<file path="src/rtl/fifo_wr_arbiter_pkg.sv">
// Shared types and defaults for the FIFO write-port arbiter.
// Optional statistics are built only when FIFO_WR_ARB_STATS_EN is defined.
package fifo_arb_pkg;

    typedef enum logic [0:0] {
        ARB   = 1'b0,
        BURST = 1'b1
    } arb_state_e;

    localparam int DEF_DATA_W  = 8;
    localparam int DEF_NUM_REQ = 4;
    localparam int DEF_IDX_W   = $clog2(DEF_NUM_REQ);

endpackage

</file>
<file path="src/rtl/fifo_wr_arbiter_if.sv">
// Requester and FIFO write-port bundle for fifo_wr_arbiter.
// master = arbiter side, slave = requesters/FIFO side.
interface fifo_wr_arbiter_if
    import fifo_arb_pkg::*;
#(
    parameter int NUM_REQ = DEF_NUM_REQ,
    parameter int DATA_W  = DEF_DATA_W
);
    logic [NUM_REQ-1:0]        req_valid;
    logic [NUM_REQ*DATA_W-1:0] req_data;
    logic [NUM_REQ-1:0]        req_last;
    logic [NUM_REQ-1:0]        req_ready;
    logic                      fifo_full;
    logic                      fifo_almostfull;
    logic                      wr_en;
    logic [DATA_W-1:0]         wr_data;
    logic [$clog2(NUM_REQ)-1:0] grant_id;
    logic                      busy;

    modport master (
        input  req_valid, req_data, req_last,
        input  fifo_full, fifo_almostfull,
        output req_ready, wr_en, wr_data,
        output grant_id, busy
    );

    modport slave (
        output req_valid, req_data, req_last,
        output fifo_full, fifo_almostfull,
        input  req_ready, wr_en, wr_data,
        input  grant_id, busy
    );
endinterface

</file>
<file path="src/rtl/fifo_wr_arbiter_rr_picker.sv">
// Round-robin search: first valid requester at or above ptr_i,
// wrapping modulo NUM_REQ.
module rr_picker #(
    parameter int NUM_REQ = 4,
    parameter int IW      = $clog2(NUM_REQ)
) (
    input  logic [NUM_REQ-1:0] valid_i,
    input  logic [IW-1:0]      ptr_i,
    output logic [IW-1:0]      pick_o,
    output logic               any_o
);

    function automatic logic [IW-1:0] wrap(
        input logic [IW-1:0] p,
        input int            k
    );
        int s;
        s = int'(p) + k;
        if (s >= NUM_REQ) s = s - NUM_REQ;
        return IW'(s);
    endfunction

    // Walk offsets from far to near so the nearest hit is kept.
    always_comb begin
        pick_o = '0;
        any_o  = 1'b0;
        for (int k = NUM_REQ - 1; k >= 0; k--) begin
            if (valid_i[wrap(ptr_i, k)]) begin
                pick_o = wrap(ptr_i, k);
                any_o  = 1'b1;
            end
        end
    end

endmodule

</file>
<file path="src/rtl/fifo_wr_arbiter.sv">
// Round-robin burst arbiter for a FIFO write port, registered output.
// Define FIFO_WR_ARB_STATS_EN for per-requester word counters.
module fifo_wr_arbiter
    import fifo_arb_pkg::*;
#(
    parameter int NUM_REQ   = DEF_NUM_REQ,
    parameter int DATA_W    = DEF_DATA_W,
    parameter int MAX_BURST = 4
) (
    input  logic                       clk,
    input  logic                       rst,
    fifo_wr_arbiter_if.master          bus
`ifdef FIFO_WR_ARB_STATS_EN
    ,
    input  logic [$clog2(NUM_REQ)-1:0] stat_sel,
    input  logic                       stat_clr,
    output logic [15:0]                stat_count
`endif
);

    localparam int IW = $clog2(NUM_REQ);
    localparam int BW = $clog2(MAX_BURST + 1);
    localparam logic [0:0] S_ARB   = ARB;
    localparam logic [0:0] S_BURST = BURST;

    logic [0:0]         state_q, state_d;
    logic [IW-1:0]      rr_q, rr_d;
    logic [IW-1:0]      gnt_q, gnt_d;
    logic [BW-1:0]      beat_q, beat_d;
    logic               wr_en_q, wr_en_d;
    logic [DATA_W-1:0]  wr_data_q, wr_data_d;

    logic [IW-1:0]      pick, idx;
    logic               any, can_write, xfer;
    logic [NUM_REQ-1:0] ready;

    function automatic logic [IW-1:0] inc(input logic [IW-1:0] v);
        return (int'(v) == NUM_REQ - 1) ? '0 : v + 1'b1;
    endfunction

    rr_picker #(.NUM_REQ(NUM_REQ)) u_pick (
        .valid_i (bus.req_valid),
        .ptr_i   (rr_q),
        .pick_o  (pick),
        .any_o   (any)
    );

    // The registered write still in flight may be the one that fills the FIFO.
    always_comb begin
        can_write = !bus.fifo_full && !(wr_en_q && bus.fifo_almostfull);
        idx = (state_q == S_BURST) ? gnt_q : pick;
        ready = '0;
        if (state_q == S_BURST) ready[gnt_q] = can_write;
        else                    ready[pick]  = can_write && any;
        xfer = bus.req_valid[idx] && ready[idx];
    end

    always_comb begin
        state_d   = state_q;
        rr_d      = rr_q;
        gnt_d     = gnt_q;
        beat_d    = beat_q;
        wr_en_d   = xfer;
        wr_data_d = wr_data_q;
        if (xfer) begin
            wr_data_d = bus.req_data[int'(idx)*DATA_W +: DATA_W];
            if (state_q == S_ARB) begin
                gnt_d = pick;
                if (bus.req_last[pick] || MAX_BURST == 1) begin
                    rr_d = inc(pick);
                end else begin
                    state_d = S_BURST;
                    beat_d  = BW'(1);
                end
            end else begin
                beat_d = beat_q + 1'b1;
                if (bus.req_last[gnt_q] ||
                    beat_q == BW'(MAX_BURST - 1)) begin
                    state_d = S_ARB;
                    rr_d    = inc(gnt_q);
                    beat_d  = '0;
                end
            end
        end
    end

    always_ff @(posedge clk or negedge rst) begin
        if (!rst) begin
            state_q   <= S_ARB;
            rr_q      <= '0;
            gnt_q     <= '0;
            beat_q    <= '0;
            wr_en_q   <= 1'b0;
            wr_data_q <= '0;
        end else begin
            state_q   <= state_d;
            rr_q      <= rr_d;
            gnt_q     <= gnt_d;
            beat_q    <= beat_d;
            wr_en_q   <= wr_en_d;
            wr_data_q <= wr_data_d;
        end
    end

    assign bus.req_ready = rst ? ready : '0;
    assign bus.wr_en     = wr_en_q;
    assign bus.wr_data   = wr_data_q;
    assign bus.grant_id  = gnt_q;
    assign bus.busy      = (state_q == S_BURST);

`ifdef FIFO_WR_ARB_STATS_EN
    logic [15:0] cnt_q [NUM_REQ];

    always_ff @(posedge clk or negedge rst) begin
        if (!rst) begin
            for (int i = 0; i < NUM_REQ; i++) cnt_q[i] <= '0;
        end else if (stat_clr) begin
            for (int i = 0; i < NUM_REQ; i++) cnt_q[i] <= '0;
        end else if (xfer && cnt_q[idx] != 16'hFFFF) begin
            cnt_q[idx] <= cnt_q[idx] + 16'd1;
        end
    end

    assign stat_count = cnt_q[stat_sel];
`endif

endmodule

</file>
<file path="src/flat_wrapper.sv">
// flat-port wrapper written by rule: the top's interface ports become plain ports
module fifo_wr_arbiter_flat import fifo_arb_pkg::*;
#(
    parameter int NUM_REQ   = DEF_NUM_REQ,
    parameter int DATA_W    = DEF_DATA_W,
    parameter int MAX_BURST = 4
)
  (clk, rst, bus_req_valid, bus_req_data, bus_req_last, bus_fifo_full, bus_fifo_almostfull, bus_req_ready, bus_wr_en, bus_wr_data, bus_grant_id, bus_busy);
  fifo_wr_arbiter_if #(.NUM_REQ(NUM_REQ), .DATA_W(DATA_W)) bus_i ();
  input  logic clk;
  input  logic rst;
  input wire logic [$bits(bus_i.req_valid)-1:0] bus_req_valid;
  input wire logic [$bits(bus_i.req_data)-1:0] bus_req_data;
  input wire logic [$bits(bus_i.req_last)-1:0] bus_req_last;
  input wire logic [$bits(bus_i.fifo_full)-1:0] bus_fifo_full;
  input wire logic [$bits(bus_i.fifo_almostfull)-1:0] bus_fifo_almostfull;
  output wire logic [$bits(bus_i.req_ready)-1:0] bus_req_ready;
  output wire logic [$bits(bus_i.wr_en)-1:0] bus_wr_en;
  output wire logic [$bits(bus_i.wr_data)-1:0] bus_wr_data;
  output wire logic [$bits(bus_i.grant_id)-1:0] bus_grant_id;
  output wire logic [$bits(bus_i.busy)-1:0] bus_busy;
  assign bus_i.req_valid = bus_req_valid;
  assign bus_i.req_data = bus_req_data;
  assign bus_i.req_last = bus_req_last;
  assign bus_i.fifo_full = bus_fifo_full;
  assign bus_i.fifo_almostfull = bus_fifo_almostfull;
  assign bus_req_ready = bus_i.req_ready;
  assign bus_wr_en = bus_i.wr_en;
  assign bus_wr_data = bus_i.wr_data;
  assign bus_grant_id = bus_i.grant_id;
  assign bus_busy = bus_i.busy;
  fifo_wr_arbiter #(.NUM_REQ(NUM_REQ), .DATA_W(DATA_W), .MAX_BURST(MAX_BURST)) u_core (.clk(clk), .rst(rst), .bus(bus_i));
endmodule
</file>
<file path="config.mk">
export PLATFORM = sky130hd
export DESIGN_NAME = fifo_wr_arbiter_flat
export DESIGN_NICKNAME = d
export VERILOG_FILES = /design/src/rtl/fifo_wr_arbiter_pkg.sv /design/src/rtl/fifo_wr_arbiter_if.sv /design/src/rtl/fifo_wr_arbiter_rr_picker.sv /design/src/rtl/fifo_wr_arbiter.sv /design/src/flat_wrapper.sv
export SDC_FILE = /design/constraint.sdc
export NUM_CORES = 1
export LEC_CHECK = 0
export CORE_MARGIN = 3
export CORE_UTILIZATION = 27
export CTS_CLUSTER_SIZE = 28
export DETAILED_ROUTE_END_ITERATION = 6
export PLACE_DENSITY = 0.65
export SLEW_MARGIN = 20
export SYNTH_ARGS = -nofsm -noshare
export SYNTH_HDL_FRONTEND = slang
export SYNTH_SLANG_ARGS = --single-unit
</file>
<file path="constraint.sdc">
create_clock -name clk -period 3.9 [get_ports clk]
set_input_delay 0.975 -clock clk [delete_from_list [all_inputs] [get_ports clk]]
set_output_delay 0.975 -clock clk [all_outputs]
set_load 0.01 [all_outputs]
</file>
# Word level (Yosys, flattened, before mapping)
# Index checks and enable logic that the tools add are counted.
# op_classes
shift,1
add_sub_neg,10
n_reduce_logical,12
eq_ne,5
n_bitwise,2
n_mux,46
order_cmp,13
# ops
op,n
$shiftx A32 B6 Y8,1
$mux W2,14
$lt A2 B3 Y1 const B,7
$mux W1,17
$bmux W1 S2,8
$ge A3 B3 Y1 const B,3
$mux W3,3
$and A4 B4 Y4,2
$mux W4,2
$sub A2 B1 Y2 const B,4
$add A2 B2 Y3 const B,2
$logic_and A1 B1 Y1,6
$add A2 B1 Y2 const B,2
$demux W1 S2,2
$eq A2 B1 Y1 const B,2
$ge A2 B1 Y1 const B,2
$add A2 B1 Y3 const B,1
$add A3 B1 Y3 const B,1
$eq A3 B2 Y1 const B,1
$ge A2 B3 Y1 const B,1
$reduce_and A3 Y1,1
$logic_not A1 Y1,2
$ne A2 B1 Y1 const B,1
$ne A2 B2 Y1 const B,1
3 further kinds,3
# word_totals
reg_bits,17
in_bits,44
out_inout_bits,16
wordCells,95

# Logic depth before layout (Yosys ltp)
# Gate-level depths: netlist of run 1.
# logic_depth
word_depth,19
mapped_depth,13
depth_no_buf,12

# By module
# Synthesis of run 1 repeated with hierarchy kept, for this count alone.
# hier_totals
cells_unflattened,152
hier_area_um2,1455.1
# by_module_without_submodules
mod,instances,area_per_inst_um2,cells_each,seq_area_each_um2
fifo_wr_arbiter,1,1377.6,139,425.4
rr_picker,1,77.6,13,0.0

# Worst setup path before layout of run 1
# OpenSTA, ideal clock, no wires.
# synth_timing
kind,input to register
startpoint,input bus_req_valid[2]
endpoint,register u_core.rr_q[0]
n_path_buf,0
arrival_time_ns,3.300
slack_ns,0.475
required_time_ns,3.775
cell_stages,11
setup_ns,0.125
cell_sequence,nor2b_1 -> o21a_1 -> nor3_1 -> ha_1 -> inv_1 -> o21ai_1 -> nand2_1 -> mux2_4 -> o22ai_4 -> o211a_2 -> mux2_4
# synth_between
elab_chain_cells,16
word_cells_on_any_way,39
cone_classes,add/sub (1); order compare (2); eq/ne (1); mux (29); bitwise (1); reduce/logical (5)
# synth_lines
item,line_no,source
start: declaration,flat_wrapper.sv:12,input wire logic [$bits(bus_i.req_valid)-1:0] bus_req_valid;
$bmux W1 S2,fifo_wr_arbiter_rr_picker.sv:28,"if (valid_i[wrap(ptr_i, k)]) begin"
$mux W1 (not written as such),fifo_wr_arbiter_rr_picker.sv:28,
$mux W2 (4 in series),fifo_wr_arbiter_rr_picker.sv:28,
$lt A2 B3 Y1 (not written as such) or $ge A2 B1 Y1 (tied branches),fifo_wr_arbiter.sv:54,else ready[pick] = can_write && any;
$logic_and A1 B1 Y1,fifo_wr_arbiter.sv:54,
$mux W1 (not written as such),fifo_wr_arbiter.sv:54,
$demux W1 S2,-,
$and A4 B4 Y4 (no line),-,
$mux W4,fifo_wr_arbiter.sv:53,if (state_q == S_BURST) ready[gnt_q] = can_write;
$bmux W1 S2,fifo_wr_arbiter.sv:55,xfer = bus.req_valid[idx] && ready[idx];
$mux W1 (not written as such),fifo_wr_arbiter.sv:55,
$logic_and A1 B1 Y1,fifo_wr_arbiter.sv:55,
$reduce_and A3 Y1 (no line),-,
end signal: assignment,fifo_wr_arbiter.sv:97,rr_q <= rr_d;
end: declaration,fifo_wr_arbiter.sv:27,"logic [IW-1:0] rr_q, rr_d;"
# Parallel ways exist; a longest one is shown, timed or not. The select of a mux whose other input is x is not followed.
# A chain may end at the register's enable or synchronous reset.

# Worst setup path after layout of run 1
# layout_timing
startpoint,input bus_req_valid[1]
endpoint,output bus_req_ready[2]
# layout_between
elab_chain_cells,13
word_cells_on_any_way,25
cone_classes,order compare (2); mux (20); bitwise (1); reduce/logical (2)
# layout_lines
item,line_no,source
$bmux W1 S2,fifo_wr_arbiter_rr_picker.sv:28,
$mux W1 (not written as such),fifo_wr_arbiter_rr_picker.sv:28,
$mux W2 (4 in series),fifo_wr_arbiter_rr_picker.sv:28,
$lt A2 B3 Y1 (not written as such) or $ge A2 B1 Y1 (tied branches),fifo_wr_arbiter.sv:54,
$logic_and A1 B1 Y1,fifo_wr_arbiter.sv:54,
$mux W1 (not written as such),fifo_wr_arbiter.sv:54,
$demux W1 S2,-,
$and A4 B4 Y4 (no line) *,-,
$mux W4 *,fifo_wr_arbiter.sv:53,
$mux W4 *,fifo_wr_arbiter.sv:105,assign bus.req_ready = rst ? ready : '0;
end: declaration,flat_wrapper.sv:17,output wire logic [$bits(bus_i.req_ready)-1:0] bus_req_ready;
# Mark *: on every way between the ends. The rest lies on a longest branch, timed or not. The select of a mux whose other input is x is not followed.

==> reports/qor.csv, run 1 <==
metric,value,unit
Residual DRC,0,
largest net degree at the start of global routing,18,
Ports,60,
final RePlAce weighted congestion,0.838,
vias in the first global route,1419,
Bufs on Longest Clock Path,2,
Final Cycle Share,96.0,%
Yosys reg bits,17,
Layout Cell Area excl Fill,2320,µm²
Rows,26,
CTS H-tree depth,1,
max-cap violation count,0,
Detail Route Antenna Nets,0,
CP peak stage delay,0.53,ns
Final Hold Viols,0,
final setup fails,0,
Final nets,286,
slew at the pin closest to its max-slew limit,0.516,ns
Post-Route WL,3870,µm
Antenna diodes,0,
Worst Setup End Kind,output pin,
share of layout cells above drive strength 1,21.2,%
Min-Delay Path Class,flip-flop to flip-flop,
hpwl dp,3160,µm
Slew HR,65.0,%
die area,6480,µm²
DR vias/cell,4.58,
Inserted Clock Buffers,3,
kind of critical path,input pin to output pin,
CTS sink cnt,17,
CP Launch Type,input pin,
"slowest stage cell, crit path",clkdlybuf4s50_1,
Total GRT Usage,13.0,%
WP data arrival,2.77,ns
synthesized area,1500,µm²
pre-CTS setup slack,-0.105,ns
post-layout util,44.3,%
hold-fix buffers at CTS,0,
leakage power,1.02,nW
CTS tree,built,
Post-CTS Setup Bufs,0,
initial antenna violation count,0,
"most common cell after layout, fill and taps aside",clkdlybuf4s50_1,
"Seq/Total Area, Yosys",28.4,%
synthesis warning total,0,
Final Max Slew Viols,0,
total number of vias,1379,
I/O Buffers,59,
initial core utilization,28.6,%
Clock Skew,0.00227,ns
critical path cell sequence,"clkdlybuf4s50_1, inv_1, a311oi_2, nor2_1, buf_4, ha_1, nand2_1, a21oi_1, dlygate4sd2_1",
first-pass GRT wire length,6650,µm
Die X,80.5,µm
Mapped Cells,157,
Syn Nets,211,
f_max,0.267,GHz
die height,80.5,µm
outcome,completed,
"Cell Area, Placed",2270,µm²
CP required,2.92,ns
maximum fanout along the worst path,4,
Tmin final,3.74,ns
clock slew at the register clock pins of the worst setup and hold paths,0.06,ns
syn avg cell area,9.55,µm²
most frequent cells in the layout,"clkdlybuf4s50_1 (54), nand2_1 (18), nor2_1 (17), dfrtp_1 (17)",
worst setup margin,0.158,ns
Skew-Pair Late Insertion Delay,0.25,ns
DRT Pass-1 Iters,4,
Pwr per Cell Area,643,nW/µm²
worst vdd ir,0.000261,V
drt initial violations,68,
CTS root buf,clkbuf_8,
GRT overflow,0,
core area,5240,µm²
Avg WL per Cell,12.9,µm
post-synthesis cell type count,28,
P&R area growth vs syn,54.8,%
-- report_power, final --
group,total [W],internal [W],switching (W)
sequential,0.000350,0.000262,0.0000873
combinational,0.00102,0.000562,0.000453
clock,0.000128,0.0000723,0.0000558
total,0.00149,0.000897,0.000596
-- critical path: cells and delay by family --
kind,cells,cell delay (ns)
AND/OR/NAND/NOR,2,0.17
AO/OA/AOI/OAI,2,0.35
adder cells (fa/ha/maj),1,0.21
buffers and inverters,4,1.08
-- cells by family after synthesis --
| family | Yosys count | synth area share (%) |
|---|---|---|
| mux | 38 | 30.5 |
| buf+inv | 16 | 4.59 |
| fa+ha+maj | 10 | 8.35 |
| simple gates | 42 | 11.7 |
| flops | 17 | 28.4 |
| compound gates | 34 | 16.5 |
-- path summary, 6_finish.rpt --
| kind | from | endpoint | slack [ns] | depth (start not counted) |
|---|---|---|---|---|
| worst min-delay path | u_core.beat_q[1] | u_core.beat_q[1] | 0.50 | 1 |
| worst max-delay path | bus_req_valid[1] | bus_req_ready[2] | 0.16 | 9 |
| max in group asynchronous | rst | u_core.beat_q[2] | 2.63 | 2 |
| worst min register to register | u_core.beat_q[1] | u_core.beat_q[1] | 0.50 | 1 |
| worst max register to register | u_core.rr_q[0] | u_core.bus.wr_data[0] | 1.15 | 13 |
| min in group asynchronous | rst | u_core.bus.wr_data[1] | 1.08 | 2 |
-- per-stage QoR --
step | hold WS [ns] | cells | setup TNS [ns] | total power (W)
after floorplan | 0.464 | 157 | 0 | 0.00101
after global placement | 0.476 | 297 | -0.342 | 0.00137
after detailed placement | 0.486 | 297 | -0.385 | 0.00138
after CTS | 0.500 | 301 | 0 | 0.00151
after global routing | 0.520 | 301 | -0.00282 | 0.00164
final | 0.497 | 301 | 0 | 0.00149
-- routing by layer --
layer | GRT usage, % | part of all wire (%)
met5 | 0 | 0
met4 | 1.52 | 0.36
met3 | 3.48 | 4.9
met2 | 23.2 | 52
met1 | 16.0 | 43
-- cell type report --
cell class / instances / area (µm²)
inverters: 11 / 41.3
fillers: 515 / 2920
clock buffers: 4 / 45.0
flip-flops and latches: 17 / 425
repair buffers: 75 / 708
multi-input cells: 124 / 1010
well taps: 70 / 87.6
-- registers in the layout (all words and copies together) (netlist names) --
name / count
u_core.bus.busy: 1
u_core.rr_q: 2
u_core.bus.grant_id: 2
u_core.bus.wr_data: 8
u_core.beat_q: 3
u_core.bus.wr_en: 1
-- cells in the mapped netlist (all sizes together) --
master	n	share of area (%)
nand3	1	0.33
inv	11	2.8
o31ai	1	1.4
nand2b	2	0.83
nor2	17	4.3
nand2	18	4.5
ha	10	8.3
buf	2	1.1
o21a	2	1.0
o22ai	1	1.3
o21ai	9	3.0
a311oi	1	1.0
a21oi	17	5.7
nor3	1	0.33
nor2b	2	0.83
mux2i	13	8.7
dfrtp	17	28
o311ai	1	0.58
or3b	1	0.58
mux4	1	1.5
mux2	24	20
o211a	1	0.67
o41ai	1	1.8
clkbuf	3	0.75
-- what timing repair did --
action,CTS,global route
setup endpoints to repair,4,4
hold endpoints to repair,0,0
pin swaps,1,0
gates resized for setup,4,3
No activity file was read; power rests on OpenSTA's default activity.
==> run 2, diff against run 1 <==
--- a/config.mk
+++ b/config.mk
@@ -9,6 +9,7 @@
 export CORE_UTILIZATION = 27
 export CTS_CLUSTER_SIZE = 28
 export DETAILED_ROUTE_END_ITERATION = 6
+export HOLD_SLACK_MARGIN = 0.02
 export PLACE_DENSITY = 0.65
 export SLEW_MARGIN = 20
 export SYNTH_ARGS = -nofsm -noshare
==> results of run 2 <==
No change in the layout: final DEF, timing and power equal those of run 1.
==> run 3, diff against run 2 <==
--- a/config.mk
+++ b/config.mk
@@ -5,12 +5,13 @@
 export SDC_FILE = /design/constraint.sdc
 export NUM_CORES = 1
 export LEC_CHECK = 0
+export CORE_ASPECT_RATIO = 1.1
 export CORE_MARGIN = 3
-export CORE_UTILIZATION = 27
+export CORE_UTILIZATION = 30
 export CTS_CLUSTER_SIZE = 28
 export DETAILED_ROUTE_END_ITERATION = 6
 export HOLD_SLACK_MARGIN = 0.02
-export PLACE_DENSITY = 0.65
+export PLACE_DENSITY = 0.7
 export SLEW_MARGIN = 20
 export SYNTH_ARGS = -nofsm -noshare
 export SYNTH_HDL_FRONTEND = slang
==> run 3 against run 2 <==
Final area down 0.27%. First-iteration DRC count down 32%. Critical path type unchanged. Setup slack better by 0.00077 ns.
==> reports/qor.csv, run 3 (synthesis gave the netlist of run 1 again) <==
metric,value,unit
Storage cell area,425,µm²
Tmin final,3.74,ns
Ports,60,
RSZ-0062 raised after global routing,no,
post-cts sizing count,4,
slew at the pin closest to its max-slew limit,0.805,ns
final RePlAce weighted congestion,0.881,
vias in the first global route,1451,
share of layout cells above drive strength 1,21.4,%
initial antenna violation count,0,
Avg WL per Cell,13.9,µm
DR vias/cell,4.83,
Clock Skew,0.00141,ns
post-layout util,48.7,%
core area,4750,µm²
die height,80.1,µm
Fillers,473,
worst vdd ir,0.000321,V
Multi-input gate area,1000,µm²
CTS tree,built,
clock slew at the register clock pins of the worst setup and hold paths,0.07,ns
met1 Use GR,17.3,%
initial core utilization,31.6,%
Hold Path Depth,1,
Post-CTS Setup Bufs,0,
total number of vias,1402,
DRT Pass-1 Iters,4,
P&R area growth vs syn,54.4,%
max FFs per register,8,
FF-to-FF setup slack,1.24,ns
Final nets,289,
f_max,0.267,GHz
gr busiest metal,met2,
outcome,completed,
max-cap violation count,0,
Skew-Pair Late Insertion Delay,0.25,ns
Worst Reg-to-Reg Cells,13,
kind of critical path,input pin to output pin,
Residual DRC,0,
Die X,73.4,µm
GRT overflow,0,
Worst Hold Margin,0.493,ns
final setup fails,0,
Rows,26,
Bufs on Longest Clock Path,2,
Min-Delay Path Class,flip-flop to flip-flop,
most frequent cells in the layout,"clkdlybuf4s50_1 (55), buf_4 (19), nand2_1 (18)",
maximum fanout along the worst path,4,
Pwr per Cell Area,653,nW/µm²
Inserted Clock Buffers,3,
CTS H-tree depth,1,
Slew HR,46.3,%
Worst Setup End Kind,output pin,
Final Hold Viols,0,
drt initial violations,46,
CP required,2.92,ns
leakage power,1.02,nW
Antenna diodes,0,
met3 Use GR,1.63,%
hold-fix buffers at CTS,0,
worst r2r dst,u_core.rr_q[0],
largest net degree at the start of global routing,24,
CTS root buf,clkbuf_8,
Final Cycle Share,95.9,%
Worst R2R Start,u_core.rr_q[0],
Detail Route Antenna Nets,0,
die area,5880,µm²
"most common cell after layout, fill and taps aside",clkdlybuf4s50_1,
Worst Min Path Start,u_core.beat_q[2],
I/O Buffers,59,
CP Launch Type,input pin,
met2 usage,25.8,%
Post-Route WL,4040,µm
CTS sink cnt,17,
hpwl dp,3310,µm
hold path endpoint,u_core.beat_q[2],
WP data arrival,2.77,ns
Total GRT Usage,14.5,%
Final Max Slew Viols,0,
first-pass GRT wire length,6620,µm
run 3: cell count changes in the layout (fill, tap and decap cells not counted):
cell,delta
a21oi_1,+1
a21oi_2,-1
buf_4,+3
clkdlybuf4s50_1,+1
dlymetal6s2s_1,-1
nor3_1,+1
nor3_2,-1
run 3: final cells by class:
type                            count  area share [%]
Inverter                           11            1.78
Multi-Input combinational cell    124            43.4
Timing Repair Buffer               78            31.5
Tap cell                           56            3.03
Clock buffer                        4            1.95
Sequential cell                    17            18.4
run 3: through the flow:
| stage | setup TNS (ns) | std cells | cell area, µm² | power [W] | setup slack [ns] |
|---|---|---|---|---|---|
| floorplan | 0 | 157 | 1500 | 0.00101 | 0.475 |
| global placement | -0.293 | 286 | 2270 | 0.00138 | -0.109 |
| detailed placement | -0.330 | 286 | 2270 | 0.00139 | -0.104 |
| CTS | 0 | 290 | 2310 | 0.00153 | 0.164 |
| global route | 0 | 290 | 2310 | 0.00164 | 0.0138 |
| finish | 0 | 290 | 2310 | 0.00151 | 0.159 |
run 3: per-layer routing:
layer	vias up	part of all wire (%)
li1	706	-
met1	655	42
met3	12	2.7
met5	-	0
met4	0	3.0
met2	29	52
run 3: critical path: stages:
cell	delay, ns
clkdlybuf4s50_1	0.48
buf_4	0.13
nand2b_1	0.05
a21oi_1	0.17
nor3_1	0.07
buf_4	0.15
inv_1	0.07
ha_1	0.16
nand2_1	0.05
a21oi_1	0.17
dlygate4sd2_1	0.28
run 3: how the worst max path moves through the flow:
stage,start,endpoint,slack (ns),depth (start not counted)
after global routing,bus_req_valid[0],bus_req_ready[1],0.01,9
after floorplan,bus_req_valid[2],u_core.rr_q[0],0.47,11
final,bus_req_valid[2],bus_req_ready[0],0.16,11
after global placement,bus_req_valid[0],bus_req_ready[0],-0.11,9
after detailed placement,bus_req_valid[0],bus_req_ready[0],-0.10,9
after CTS,bus_req_valid[2],bus_req_ready[0],0.16,11
run 3: power breakdown:
group	switching, W	leakage, nW	internal [W]
Sequential	0.0000985	0.204	0.000262
Clock	0.0000597	0.0228	0.0000725
Combinational	0.000448	0.793	0.000571
